`src/rtl/round_timer_controller_if.sv`:
```
// round_timer_controller_if: player controls in, time/status display out
interface round_timer_controller_if;
  logic        start;
  logic        pause_toggle;
  logic        add_bonus;
  logic        round_clear;
  logic [15:0] time_display;
  logic        run_out;
  logic        win;
  logic        running;
  logic [3:0]  round_num;
  logic [2:0]  state_out;
  modport master (
    output start, pause_toggle, add_bonus, round_clear,
    input  time_display, run_out, win, running, round_num, state_out
  );
  modport slave (
    input  start, pause_toggle, add_bonus, round_clear,
    output time_display, run_out, win, running, round_num, state_out
  );
endinterface

```
`src/rtl/round_timer_controller.sv`:
```
// round_timer_controller: game-round BCD countdown with pause, bonus, rounds, timeout and win
module round_timer_controller #(
  parameter int          TICK_CYCLES = 50000000,
  parameter logic [15:0] ROUND_SECS  = 16'h0060,
  parameter logic [15:0] BONUS_SECS  = 16'h0010,
  parameter int          NUM_ROUNDS  = 3
) (
  input logic Clk,
  input logic Reset,
  round_timer_controller_if.slave bus
);
  localparam int PW = $clog2(TICK_CYCLES + 1);
  typedef enum logic [2:0] {IDLE = 3'd0, RUN = 3'd1, PAUSE = 3'd2, ROUND_DONE = 3'd3, TIMEOUT = 3'd4, WIN = 3'd5} state_t;
  state_t state, state_n;
  logic [15:0] secs, secs_n, dec_v, upd_v;
  logic [PW-1:0] pre, pre_n;
  logic [3:0] round, round_n;
  logic start_q, pause_q, start_rise, pause_rise, tick;
  logic run_out_q, win_q, running_q;
  function automatic logic [15:0] bcd_dec(input logic [15:0] v);
    logic [15:0] r;
    logic b;
    b = 1'b1;
    for (int i = 0; i < 4; i++) begin
      r[i*4+:4] = (b && v[i*4+:4] == 4'd0) ? 4'd9 : v[i*4+:4] - {3'd0, b};
      b = b && v[i*4+:4] == 4'd0;
    end
    return r;
  endfunction
  // a carry out of the thousands digit means the sum passed 9999
  function automatic logic [15:0] bcd_add_sat(input logic [15:0] a, input logic [15:0] b);
    logic [15:0] r;
    logic [4:0] s;
    logic c;
    c = 1'b0;
    for (int i = 0; i < 4; i++) begin
      s = {1'b0, a[i*4+:4]} + {1'b0, b[i*4+:4]} + {4'd0, c};
      c = s > 5'd9;
      r[i*4+:4] = c ? 4'(s - 5'd10) : s[3:0];
    end
    return c ? 16'h9999 : r;
  endfunction
  always_comb begin
    start_rise = bus.start & ~start_q;
    pause_rise = bus.pause_toggle & ~pause_q;
    tick = state == RUN && pre == PW'(TICK_CYCLES - 1);
    dec_v = tick ? bcd_dec(secs) : secs;
    upd_v = bus.add_bonus ? bcd_add_sat(dec_v, BONUS_SECS) : dec_v;
    state_n = state;
    secs_n = secs;
    pre_n = pre;
    round_n = round;
    case (state)
      IDLE: begin
        secs_n = ROUND_SECS;
        round_n = 4'd0;
        if (start_rise) begin
          state_n = RUN;
          round_n = 4'd1;
          pre_n = '0;
        end
      end
      RUN: begin
        pre_n = tick ? '0 : pre + PW'(1);
        if (bus.round_clear) state_n = ROUND_DONE;
        else if (tick && secs == 16'h0000) state_n = TIMEOUT;
        else begin
          secs_n = upd_v;
          state_n = pause_rise ? PAUSE : RUN;
        end
      end
      PAUSE: begin
        secs_n = upd_v;
        state_n = pause_rise ? RUN : PAUSE;
      end
      ROUND_DONE: begin
        if (round == 4'(NUM_ROUNDS)) state_n = WIN;
        else begin
          state_n = RUN;
          round_n = round + 4'd1;
          secs_n = ROUND_SECS;
          pre_n = '0;
        end
      end
      TIMEOUT, WIN: begin
        if (state == TIMEOUT) secs_n = 16'h0000;
        if (start_rise) begin
          state_n = IDLE;
          secs_n = ROUND_SECS;
          round_n = 4'd0;
        end
      end
      default: state_n = IDLE;
    endcase
  end
  always_ff @(posedge Clk or negedge Reset) begin
    if (!Reset) begin
      state <= IDLE;
      secs <= ROUND_SECS;
      pre <= '0;
      round <= 4'd0;
      start_q <= 1'b0;
      pause_q <= 1'b0;
      run_out_q <= 1'b0;
      win_q <= 1'b0;
      running_q <= 1'b0;
    end else begin
      state <= state_n;
      secs <= secs_n;
      pre <= pre_n;
      round <= round_n;
      start_q <= bus.start;
      pause_q <= bus.pause_toggle;
      run_out_q <= state_n == TIMEOUT;
      win_q <= state_n == WIN;
      running_q <= state_n == RUN;
    end
  end
  assign bus.time_display = secs;
  assign bus.run_out = run_out_q;
  assign bus.win = win_q;
  assign bus.running = running_q;
  assign bus.round_num = round;
  assign bus.state_out = state;
endmodule
```
`src/flat_wrapper.sv`:
```
// flat-port wrapper written by rule: the top's interface ports become plain ports
module round_timer_controller_flat 
#(
  parameter int          TICK_CYCLES = 50000000,
  parameter logic [15:0] ROUND_SECS  = 16'h0060,
  parameter logic [15:0] BONUS_SECS  = 16'h0010,
  parameter int          NUM_ROUNDS  = 3
)
  (Clk, Reset, bus_start, bus_pause_toggle, bus_add_bonus, bus_round_clear, bus_time_display, bus_run_out, bus_win, bus_running, bus_round_num, bus_state_out);
  round_timer_controller_if bus_i ();
  input logic Clk;
  input logic Reset;
  input wire logic [$bits(bus_i.start)-1:0] bus_start;
  input wire logic [$bits(bus_i.pause_toggle)-1:0] bus_pause_toggle;
  input wire logic [$bits(bus_i.add_bonus)-1:0] bus_add_bonus;
  input wire logic [$bits(bus_i.round_clear)-1:0] bus_round_clear;
  output wire logic [$bits(bus_i.time_display)-1:0] bus_time_display;
  output wire logic [$bits(bus_i.run_out)-1:0] bus_run_out;
  output wire logic [$bits(bus_i.win)-1:0] bus_win;
  output wire logic [$bits(bus_i.running)-1:0] bus_running;
  output wire logic [$bits(bus_i.round_num)-1:0] bus_round_num;
  output wire logic [$bits(bus_i.state_out)-1:0] bus_state_out;
  assign bus_i.start = bus_start;
  assign bus_i.pause_toggle = bus_pause_toggle;
  assign bus_i.add_bonus = bus_add_bonus;
  assign bus_i.round_clear = bus_round_clear;
  assign bus_time_display = bus_i.time_display;
  assign bus_run_out = bus_i.run_out;
  assign bus_win = bus_i.win;
  assign bus_running = bus_i.running;
  assign bus_round_num = bus_i.round_num;
  assign bus_state_out = bus_i.state_out;
  round_timer_controller #(.TICK_CYCLES(TICK_CYCLES), .ROUND_SECS(ROUND_SECS), .BONUS_SECS(BONUS_SECS), .NUM_ROUNDS(NUM_ROUNDS)) u_core (.Clk(Clk), .Reset(Reset), .bus(bus_i));
endmodule
```
`config.mk`:
```
export PLATFORM = sky130hd
export DESIGN_NAME = round_timer_controller_flat
export DESIGN_NICKNAME = d
export VERILOG_FILES = /design/src/rtl/round_timer_controller_if.sv /design/src/rtl/round_timer_controller.sv /design/src/flat_wrapper.sv
export SDC_FILE = /design/constraint.sdc
export NUM_CORES = 1
export LEC_CHECK = 0
export BUFFER_PORTS_ARGS = -buffer_cell sky130_fd_sc_hd__buf_2
export CAP_MARGIN = 20
export CORE_MARGIN = 3
export CORE_UTILIZATION = 55
export DETAILED_ROUTE_END_ITERATION = 8
export GPL_TIMING_DRIVEN = 0
export PLACE_DENSITY = 0.77
export SLEW_MARGIN = 30
export SYNTH_ARGS = -nofsm -noshare
export SYNTH_HDL_FRONTEND = slang
export SYNTH_SLANG_ARGS = --single-unit
```
`constraint.sdc`:
```
create_clock -name Clk -period 6.1 [get_ports Clk]
set_input_delay 0.915 -clock Clk [delete_from_list [all_inputs] [get_ports Clk]]
set_output_delay 0.915 -clock Clk [all_outputs]
set_load 0.01 [all_outputs]
```
; ---- Word-level counts from Yosys, hierarchy flattened
; Index checks and enable logic that the tools add are counted.
[word_totals]
inputBits = 6
out_inout_bits = 26
ff_bits = 54
elab_cells = 96
[op_classes]
muxes = 32
bitwise_logic = 4
magnitude_cmp = 4
eq_ne = 16
add_sub_neg = 13
n_reduce_logical = 18
[op_table]
columns = operator, n
row1 = $mux 16, 8
row2 = $pmux 16 s5, 1
row3 = $mux 26, 3
row4 = $pmux 26 s3, 1
row5 = $mux 4, 9
row6 = $add 26x1->26 const B, 1
row7 = $eq 26x26->1 const B, 1
row8 = $logic_not 16->1, 1
row9 = $logic_not 4->1, 4
row10 = $gt 5x4->1 const B, 3
row11 = $mux 3, 5
row12 = $pmux 3 s5, 1
row13 = $eq 3x3->1 const B, 4
row14 = $pmux 4 s3, 1
row15 = $sub 4x1->4, 3
row16 = $sub 4x4->4 const B, 3
row17 = $add 4x1->5, 2
row18 = $eq 3x1->1 const B, 2
row19 = $eq 3x2->1 const B, 2
row20 = $ne 2x2->1 const B, 3
row21 = $reduce_and 3->1, 2
row22 = $reduce_bool 3->1, 2
row23 = $add 4x1->5 const B, 1
row24 = $add 5x1->5, 1
row25 = other kinds (15), 23

; ---- Logic depth before layout (Yosys ltp)
[depth]
ltp_word = 18
mapped_depth = 32
mapped_depth_nobuf = 29

; ---- Least setup slack after synthesis
; Ideal clock, no wire load.
[synth_timing]
path_type = register to register
startpoint = register u_core.secs[0] (netlist: u_core.bus.time_display[0])
endpoint = register u_core.secs[4] (netlist: u_core.bus.time_display[4])
slack_ps = -128
arrival_time_ps = 6164
n_path_buf = 2
synth_period_minus_slack_ps = 6228
setup_ps = 64
path_stages_with_launch = 30
t_required_ps = 6036
cell_sequence = dfrtp_1 inv_1 ha_1 or3b_1 buf_2 inv_1 ha_1 ha_1 nor4_1 or2_2 ha_1 xor2_1 ha_1 a211o_1 nand2_1 ha_1 nand3b_1 nor4_1 or2_1 xnor2_1 o211a_1 or2_2 ha_1 ha_1 nor2b_1 o311a_1 or3_1 buf_2 a221oi_2 a21o_1
[synth_via]
elab_chain_cells = 16
elab_cells_between_ends = 32
classes_between = add/sub (9) / order compare (4) / eq/ne (1) / mux (11) / reduce/logical (7)
[synth_lines]
columns = item, line
row1 = from (decl), round_timer_controller.sv:15  ; logic [15:0] secs, secs_n, dec_v, upd_v;
row2 = from (signal assigned), round_timer_controller.sv:109  ; secs <= secs_n;
row3 = $logic_not 4->1, "round_timer_controller.sv:25, round_timer_controller.sv:26"
row4 = $sub 4x1->4 / $logic_and 1x1->1 (equally long branches), "round_timer_controller.sv:25, round_timer_controller.sv:26"
row5 = $mux 4, round_timer_controller.sv:25  ; r[i*4+:4] = (b && v[i*4+:4] == 4'd0) ? 4'd9 : v[i*4+:4] - {3'd0, b};
row6 = $mux 16, round_timer_controller.sv:47  ; dec_v = tick ? bcd_dec(secs) : secs;
row7 = $add 4x1->5, round_timer_controller.sv:37  ; s = {1'b0, a[i*4+:4]} + {1'b0, b[i*4+:4]} + {4'd0, c};
row8 = $add 5x1->5, round_timer_controller.sv:37
row9 = $gt 5x4->1, round_timer_controller.sv:38  ; c = s > 5'd9;
row10 = $add 4x1->5, round_timer_controller.sv:37
row11 = $gt 5x4->1, round_timer_controller.sv:38
row12 = $add 4x1->5, round_timer_controller.sv:37
row13 = $gt 5x4->1, round_timer_controller.sv:38
row14 = $mux 16, round_timer_controller.sv:41  ; return c ? 16'h9999 : r;
row15 = $mux 16, round_timer_controller.sv:48  ; upd_v = bus.add_bonus ? bcd_add_sat(dec_v, BONUS_SECS) : dec_v;
row16 = $mux 16, round_timer_controller.sv:66  ; else if (tick && secs == 16'h0000) state_n = TIMEOUT;
row17 = $mux 16, round_timer_controller.sv:65  ; if (bus.round_clear) state_n = ROUND_DONE;
row18 = $pmux 16 s5, round_timer_controller.sv:53  ; case (state)
; Parallel ways exist; a longest one is shown, timed or not. The select of a mux whose other input is x is not followed.
; A chain may end at the register's enable or synchronous reset.

; ---- Final worst setup path
[layout_timing]
startpoint = register u_core.secs[0] (netlist: u_core.bus.time_display[0])
endpoint = register u_core.secs[5] (netlist: u_core.bus.time_display[5])
; Same word-level chain as after synthesis.

==> summary.md <==
| Metric | Value |
|---|---|
| Cts bufs inserted | `5` |
| Die width | `approximately 93 µm` |
| Placed wire-length estimate | `between 7000 and 8000 µm` |
| Root Buffer | `clkbuf_8` |
| CP max-delay cell | `or4_1` |
| Syn nets | `527` |
| Failing checks | `negative setup slack` |
| Synth warnings | `0` |
| TritonCTS clock tree | `yes` |
| Combinational Power Share | `59.7%` |
| CTS Sinks | `54` |
| Worst-case clock skew | `8.51 ps` |
| CP dominant cell by count | `ha_4` |
| Flop pwr share | `26.1%` |
| PwrDens | `344 mW/mm²` |
| First-pass GRT wire length | `19400 µm` |
| Worst path max stage delay | `510 ps` |
| # rows | `30` |
| CP Launch Type | `register` |
| Pin count of the biggest net entering global routing | `55` |
| Int Pwr | `0.000954 W` |
| Post-route setup slack | `-24.5 ps` |
| Skew-Pair Late Insertion Delay | `320 ps` |
| Post-synthesis sequential area ratio | `32.7%` |
| DIE AREA | `0.00860 mm²` |
| Placed Cells | `between 600 and 700` |
| WP data arrival | `6390 ps` |
| RePlAce Congestion | `around 0.9` |
| Distinct cells, synth | `80` |
| Share of layout cells above drive strength 1 | `between 20 and 30%` |
| #FFs+latches synth | `54` |
| Clock power share | `14.1%` |
| Vias | `4503` |
| Switching Fraction | `47.8%` |
| Slew HR | `~37%` |
| Final hold vios | `0` |
| Area grow syn2layout | `28.2%` |
| Antenna viol nets, final | `0` |
| Gr usage total | `27.8%` |
| Crit path kind | `register to register` |
| Clock slew at reported path FFs | `110 ps` |
| Router iterations before antenna repair | `5` |
| Total of max-cap violations | `0` |
| Max Fclk | `163 MHz` |
| Leak pwr | `between 2 and 2.5 nW` |
| Main synth FF type | `dfrtp_1` |
| Fin cells | `roughly 690` |
| Buffers on Ports | `31` |
| Peak supply drop | `0.286 mV` |
| Routed WL | `12900 µm` |
| Via/cell ratio | `about 6.5` |
| Mapped cell area | `0.00414 mm²` |
| Critical Path RT | `6370 ps` |
| Mean area per synthesized cell | `8.23 µm²` |
| Initial antenna violation count | `0` |
| Slew Viols, Final | `0` |
| Hold crit path type | `register to register` |
| Vias in the first global route | `4045` |
| Sw power | `a little under 0.0009 W` |
| EDFF count, synth | `0` |
| Die outline height | `92.7 µm` |
| DRC errors left | `0` |
| Tightest Pin Transition | `943 ps` |
| # hold bufs at CTS | `0` |
| Setup-failing EPs final | `1` |
| FFs w/ async S/R, synth | `100%` |
| WHS | `540 ps` |
| Initial core utilization | `58.6%` |
| Maximum level of the CTS H-tree | `2` |
| Period utilization | `100%` |
| Congestion Overflow GR | `0` |
| Status | `finished, violations left` |
| DRT iter0 DRCs | `340` |
| WL per Instance | `18.7 µm` |
| Critical Path Fanout Max | `6` |
| Max Buffers Root-to-Sink | `2` |
| Nature of the critical path endpoint | `register` |
| Min Tclk post-route | `about 6000 ps` |
| I/O Pins | `32` |
| # diodes | `0` |
| Nets | `between 600 and 700` |
| Core area | `0.00706 mm²` |
| Synth Instances | `503` |
[metrics by stage]
stage,util [%],setup TNS [ps],worst slack (ps),total power [W],area (µm²)
after floorplan,-,0,6.05,0.00114,4170
after global placement,62.9,-6810,-606,0.00135,4440
after detailed placement,63.0,-9260,-763,0.00139,4450
after CTS,68.8,0,6.56,0.00173,4860
after global routing,75.2,-1280,-160,0.00195,5310
final,75.2,-24.5,-24.5,0.00183,5310
[area by class of cell]
| class | count | area [µm²] |
|---|---|---|
| inverters | 23 | 88.8 |
| multi-input cells | 405 | 2940 |
| clock buffers | 5 | 68.8 |
| flip-flops and latches | 54 | 1360 |
| plain buffers | 19 | 106 |
| well taps | 96 | 120 |
| repair buffers | 86 | 571 |
| clock inverters | 3 | 48.8 |
| fillers | 498 | 1750 |
[Yosys cell counts (3+ instances only)]
cell type,instances,area [µm²]
o21a_1,4,30.0
a21o_1,3,22.5
buf_2,9,45.0
o31a_1,3,26.3
inv_1,23,86.3
a22oi_1,3,22.5
and3_1,5,31.3
mux2i_1,4,40.0
xor2_1,15,131
nor4_1,9,56.3
nor2_1,48,180
nand2_1,56,210
and2_1,3,18.8
or4_1,5,37.5
nor2b_1,6,37.5
dfrtp_1,52,1300
o22ai_1,5,31.3
nor3b_1,4,30.0
xnor2_1,6,52.6
o21ai_0,37,185
nor3_1,13,65.1
a22o_1,4,35.0
and4_1,5,43.8
nand2b_1,6,37.5
a31oi_1,9,56.3
nand4_1,10,62.6
clkbuf_1,11,41.3
or3_1,5,31.3
a21oi_1,37,185
nand3_1,19,95.1
o31ai_1,4,30.0
ha_1,18,225
nand3b_1,3,22.5
[worst max-delay path, delay by kind of cell, from the launching register on]
| kind | cells | cell delay, ps |
|---|---|---|
| multiplexers | 1 | 280 |
| buffers and inverters | 5 | 500 |
| flip-flops | 1 | 400 |
| AO/OA/AOI/OAI | 5 | 1090 |
| XOR/XNOR | 2 | 260 |
| adder cells (fa/ha/maj) | 8 | 1390 |
| AND/OR/NAND/NOR | 8 | 2160 |
[per-layer routing]
metal / global-route usage (%) / up-vias / part of all wire, %
met3: 3.74 / 55 / 7.8
li1: - / 2057 / -
met4: 11.1 / 0 / 3.2
met1: 38.1 / 2146 / 41
met5: 0 / - / 0
met2: 44.3 / 245 / 48
[cells by family (layout without fill, tap and decap cells)]
family / count (synthesis) / in the layout / synth area share, %
flops: 54 / 54 / 32.7
simple gates: 219 / 219 / 28.8
buf+inv: 44 / 136 / 4.26
fa+ha+maj: 18 / 18 / 5.44
compound gates: 140 / 140 / 22.2
mux: 7 / 7 / 2.06
xor+xnor: 21 / 21 / 4.45
[path summary, 6_finish.rpt]
check / startpoint / end / slack [ps] / cells after the start
worst max-delay path: u_core.bus.time_display[0] / u_core.bus.time_display[5] / -20 / 29
worst min-delay path: u_core.pre[2] / u_core.pre[2] / 540 / 1
worst max register to register: u_core.bus.time_display[0] / u_core.bus.time_display[5] / -20 / 29
worst min register to register: u_core.pre[2] / u_core.pre[2] / 540 / 1
max in group asynchronous: Reset / u_core.pre[18] / 4970 / 1
min in group asynchronous: Reset / u_core.pre[0] / 630 / 1
[power groups by stage]
stage / clock network [W] / registers, W / logic, W
6_report: 0.000259 / 0.000478 / 0.00109
3_3_place_gp: 0 / 0.000478 / 0.000877
5_1_grt: 0.000277 / 0.000488 / 0.00118
3_5_place_dp: 0 / 0.000480 / 0.000911
2_1_floorplan: 0 / 0.000486 / 0.000652
4_1_cts: 0.000261 / 0.000472 / 0.000995
[flip-flops by register name, summed over array words and instances (netlist names)]
name / count
u_core.bus.win: 1
u_core.bus.round_num: 4
u_core.bus.run_out: 1
u_core.pause_q: 1
u_core.pre: 26
u_core.bus.running: 1
u_core.bus.state_out: 3
u_core.bus.time_display: 16
u_core.start_q: 1
[cell usage in the layout (no fill, tap or decap), types with 6 or more instances in the layout]
cell type | Yosys | routed
nand2_1 | 56 | 54
nor2_1 | 48 | 45
clkbuf_1 | 11 | 10
ha_1 | 18 | 6
xor2_1 | 15 | 14
buf_4 | 0 | 56
nand4_1 | 10 | 10
o21ai_0 | 37 | 37
nor3_1 | 13 | 12
inv_1 | 23 | 19
buf_2 | 9 | 34
a21oi_1 | 37 | 36
nand3_1 | 19 | 19
dfrtp_1 | 52 | 48
a31oi_1 | 9 | 8
ha_4 | 0 | 8
[what timing repair did]
action                                  CTS  global route
endpoints found under the setup margin   16            14
gates resized for setup                  41            33
pin swaps                                10            25
buffers inserted                         13            42
(Power assumes the default switching activity.)
